### src/rtl/turn_sched.sv
// Two-player turn scheduler: routes the active player's buttons as rate-limited step strobes
// and sequences move/aim -> fire handshake -> swap. Optional turn timeout: define TURN_TIMEOUT_EN.
module turn_sched #(
  parameter int MOVE_DIV   = 4,
  parameter int AIM_DIV    = 8,
  parameter int TURN_TICKS = 600,
  parameter int TW         = 10
) (
  input  logic          clk,
  input  logic          reset,
  input  logic          tick,
  input  logic [4:0]    p0_btn,
  input  logic [4:0]    p1_btn,
  input  logic          fire_ack,
  output logic          left_x,
  output logic          right_x,
  output logic          left_aim,
  output logic          right_aim,
  output logic          fire_req,
  output logic          active_player,
  output logic          turn_start,
  output logic [TW-1:0] turn_left
);

  typedef struct packed {
    logic fire;
    logic aim_r;
    logic aim_l;
    logic right;
    logic left;
  } btn_t;

  typedef enum logic [1:0] {MOVE, FIRE, SWAP} state_t;

  localparam int XW = (MOVE_DIV > 1) ? $clog2(MOVE_DIV) : 1;
  localparam int AW = (AIM_DIV  > 1) ? $clog2(AIM_DIV)  : 1;

  state_t        state;
  logic          fire_prev;
  logic [XW-1:0] x_rep;
  logic [AW-1:0] aim_rep;
  btn_t          act;
  logic          x_one, aim_one, fire_rise, timeout;

  assign act       = active_player ? btn_t'(p1_btn) : btn_t'(p0_btn);
  assign x_one     = act.left ^ act.right;
  assign aim_one   = act.aim_l ^ act.aim_r;
  assign fire_rise = act.fire & ~fire_prev;

`ifdef TURN_TIMEOUT_EN
  // Counter is reloaded during SWAP so it already reads TURN_TICKS on the turn_start cycle.
  assign timeout = (state == MOVE) && tick && (turn_left <= TW'(1));

  always_ff @(posedge clk) begin
    if (reset)
      turn_left <= TW'(TURN_TICKS);
    else if (state == SWAP)
      turn_left <= TW'(TURN_TICKS);
    else if (state == MOVE && tick && turn_left != '0)
      turn_left <= turn_left - TW'(1);
  end
`else
  assign timeout   = 1'b0;
  assign turn_left = '0;
`endif

  always_ff @(posedge clk) begin
    if (reset) begin
      state         <= MOVE;
      active_player <= 1'b0;
      fire_prev     <= 1'b0;
      fire_req      <= 1'b0;
      turn_start    <= 1'b1;
      x_rep         <= '0;
      aim_rep       <= '0;
      left_x        <= 1'b0;
      right_x       <= 1'b0;
      left_aim      <= 1'b0;
      right_aim     <= 1'b0;
    end else begin
      left_x     <= 1'b0;
      right_x    <= 1'b0;
      left_aim   <= 1'b0;
      right_aim  <= 1'b0;
      turn_start <= 1'b0;
      fire_prev  <= act.fire;
      case (state)
        MOVE: begin
          // Fire beats a coinciding timeout; no step is issued on the tick that leaves MOVE.
          if (fire_rise) begin
            state    <= FIRE;
            fire_req <= 1'b1;
          end else if (timeout) begin
            state   <= SWAP;
            x_rep   <= '0;
            aim_rep <= '0;
          end else if (tick) begin
            if (!x_one)
              x_rep <= '0;
            else if (x_rep == '0) begin
              left_x  <= act.left;
              right_x <= act.right;
              x_rep   <= XW'(MOVE_DIV - 1);
            end else
              x_rep <= x_rep - XW'(1);

            if (!aim_one)
              aim_rep <= '0;
            else if (aim_rep == '0) begin
              left_aim  <= act.aim_l;
              right_aim <= act.aim_r;
              aim_rep   <= AW'(AIM_DIV - 1);
            end else
              aim_rep <= aim_rep - AW'(1);
          end
        end
        FIRE: begin
          if (fire_ack) begin
            state    <= SWAP;
            fire_req <= 1'b0;
            x_rep    <= '0;
            aim_rep  <= '0;
          end
        end
        SWAP: begin
          state         <= MOVE;
          active_player <= ~active_player;
          turn_start    <= 1'b1;
        end
        default: state <= MOVE;
      endcase
    end
  end

endmodule
### config.mk
export PLATFORM = sky130hd
export DESIGN_NAME = turn_sched
export DESIGN_NICKNAME = d
export VERILOG_FILES = /design/src/rtl/turn_sched.sv
export SDC_FILE = /design/constraint.sdc
export NUM_CORES = 1
export LEC_CHECK = 0
export ABC_AREA = 1
export CELL_PAD_IN_SITES_DETAIL_PLACEMENT = 1
export CELL_PAD_IN_SITES_GLOBAL_PLACEMENT = 2
export CORE_MARGIN = 4
export CORE_UTILIZATION = 23
export DETAILED_ROUTE_END_ITERATION = 7
export GPL_TIMING_DRIVEN = 0
export HOLD_SLACK_MARGIN = 0.08
export PLACE_DENSITY = 0.77
export SLEW_MARGIN = 5
export SYNTH_ARGS = -nofsm -noshare
export SYNTH_HDL_FRONTEND = slang
export SYNTH_SLANG_ARGS = --single-unit
export TNS_END_PERCENT = 5
### constraint.sdc
create_clock -name clk -period 1.4 [get_ports clk]
set_clock_uncertainty 0.1 [all_clocks]
set_input_delay 0.21 -clock clk [delete_from_list [all_inputs] [get_ports clk]]
set_output_delay 0.21 -clock clk [all_outputs]
set_load 0.01 [all_outputs]
==> metrics.cfg <==
[placement]
dp_cells=222
place.gp.congestion=0.7069
dp_hpwl_mm=1.917
place_area_mm2=0.001240
pre_cts_slack_ns=-0.08091
portBuffers=20

[floorplanning]
ios=31
dieHeight_um=72.05
core_area_mm2=0.003971
start_util_pct=23.76
die_w_um=72.05
dieArea_mm2=0.005190
row_count=23

[min_path]
hold_start=fire_req
hold_class=flip-flop to flip-flop
hold_depth=2
whs_endpoint=fire_req

[worst_setup_path]
r2r_slack_ns=0.10
crit_cells=9
critPathKind=flip-flop to flip-flop
slowest_stage=dfxtp_2
crit_top_cell=nand2_1
startpoint_type=flip-flop
rr_startpoint=active_player
crit_family=simple AND/OR/NAND/NOR gates
worstReg2RegEnd=x_rep[1]
endpoint_kind=flip-flop
required_ns=1.44
reg2reg_depth=9
worstPathArrival_ns=1.34
path_cells=buf_6 -> inv_6 -> nand2_1 -> nand2_2 -> nand3_2 -> nand2_4 -> nand2_1 -> nand2_1 -> nor2_1
crit_buf_inv=2
slowest_delay_ns=0.32
cp_max_fo=10

[clocking]
path_clk_slew_ns=0.06
postCtsHoldBufs=0
clkSinkCount=15
htree_levels=1
clock_path_buffers=2
cts-root-buf=clkbuf_8
cts_buffers=3
clk_latency_ns=0.25
cts_tree=done

[detailed_routing]
first_pass_iters=2
vias=921
wl_per_cell_um=10.17
route.detailed.drc=0
ant_nets=0
wirelength_mm=2.340
avgViaCountPerCell=4.004
drt_iter0_drc=31

[cells_and_area]
final_util_pct=33.77
fin_nets=198
drive_gt1_share_pct=25.56
n_fill_cell=503
regArea_um2=301.5
insertedDiodeCount=0
multi_input_comb_area_um2=516.7
final_area_mm2=0.001341
stdcell_count=230
synthToLayoutAreaGrowth_pct=42.18

[yosys]
synth_cell_types=19
synth_flop_cell=dfxtp_1
yosysMostFrequentCell=nand2_1
ys_ff_latch=15
yosysWarnings=0
async_reset_ff_share_pct=0
synthTopCellsByCount=nand2_1 (44), inv_1 (20), nor2_1 (16)
netlist_instances=143
yosys.area.top_type=dfxtp_1
netlist.area_leader.share_pct=31.83
synth_area_um2=943.4
ys_top_cells_by_area=dfxtp_1 (32%), nand2_1 (18%), buf_4 (8.0%)
synth-edff-count=0
ys_seq_area_share_pct=31.83
synth_area_per_cell_um2=6.597

[pwr]
ir_drop_mv=0.5039
leakagePower_nw=0.6976
p_total_mw=1.189
power.density_mw_per_mm2=886.5

[grt]
grt_pass1_wl_mm=3.905
antenna_found_initial=0
grt.total_usage_pct=9.455
grt_max_degree=11
grt_pass1_vias=899
grt_overflow=0

[sta]
hold_viol=0
finalWorstSetupSlack_ns=0.1035
report.final.slew_viol_count=0
min_period_ns=1.296
setup_tns_ns=0
setup_viol=0
fmax_ghz=0.7713
timing.final.crit_share_pct=92.60
hold_ws_ns=0.3626
rsz0062_at_grt=yes

[status]
status=finished clean

[flow_run]
maxCapViolations=0

## how the worst max path moves through the flow
stage	slack, ns	startpoint	to
after floorplan	0.13	active_player	aim_rep[1]
after global placement	-0.05	p1_btn[4]	aim_rep[1]
after detailed placement	-0.08	p1_btn[4]	aim_rep[2]
after CTS	0.04	active_player	aim_rep[0]
after global routing	-0.04	state[0]	aim_rep[0]
final	0.10	active_player	x_rep[1]
## cells in the final DEF (no fill, tap or decap)
cell type,count
inv_2,1
buf_6,1
a21oi_1,6
nand2_4,2
inv_1,20
or2_2,1
nor3_2,1
nand2_2,14
a21oi_2,3
o21ai_0,2
clkdlybuf4s50_1,13
dlygate4sd2_1,7
nor2_1,15
buf_12,1
clkbuf_8,3
nor3_1,3
conb_1,10
ha_1,3
dfxtp_1,14
nor2_4,1
clkbuf_1,1
nor2_2,1
inv_6,1
buf_4,14
nand3_2,1
nand2_1,40
dfxtp_2,1
## routing by layer
layer	GRT usage, %	routed length (um)
met1	10.43	941
met2	17.14	1273
met3	3.324	113
met4	2.505	11
met5	0	0
## tightest hold or removal path, stage by stage (launching register included)
cell	delay, ns
dfxtp_1	0.31
nand2_1	0.06
a21oi_1	0.05
## area by class of cell
type	instances	share of cell area, %
plain buffers	12	7.929
clock buffers	4	3.358
inverters	22	6.530
multi-input cells	103	38.53
flip-flops and latches	15	22.48
well taps	50	4.664
repair buffers	24	16.51
## state kept, by name (all words and copies together), names as in the netlist
name / cells
aim_rep: 3
state: 2
x_rep: 2
active_player: 1
fire_prev: 1
fire_req: 1
left_aim: 1
left_x: 1
right_aim: 1
right_x: 1
turn_start: 1
## where the power goes
| part | switching (mW) | total [mW] | internal (mW) |
|---|---|---|---|
| clock | 0.151 | 0.353 | 0.201 |
| sequential | 0.0129 | 0.472 | 0.459 |
| combinational | 0.204 | 0.365 | 0.160 |
## logic make-up after synthesis
logic type      after synthesis  share of synthesized area [%]
simple gates                 79                          37.40
buf+inv                      34                          20.56
flops                        15                          31.83
compound gates               11                          5.835
fa+ha+maj                     3                          3.979
other cells                   1                         0.3975
## timing repair
| item | in CTS | in global routing |
|---|---|---|
| resized for setup | 7 | 11 |
| buffers inserted | 0 | 4 |
| pin swaps | 0 | 3 |
| endpoints found under the setup margin | 7 | 9 |
Note: power is estimated with default switching activity, not from simulation.
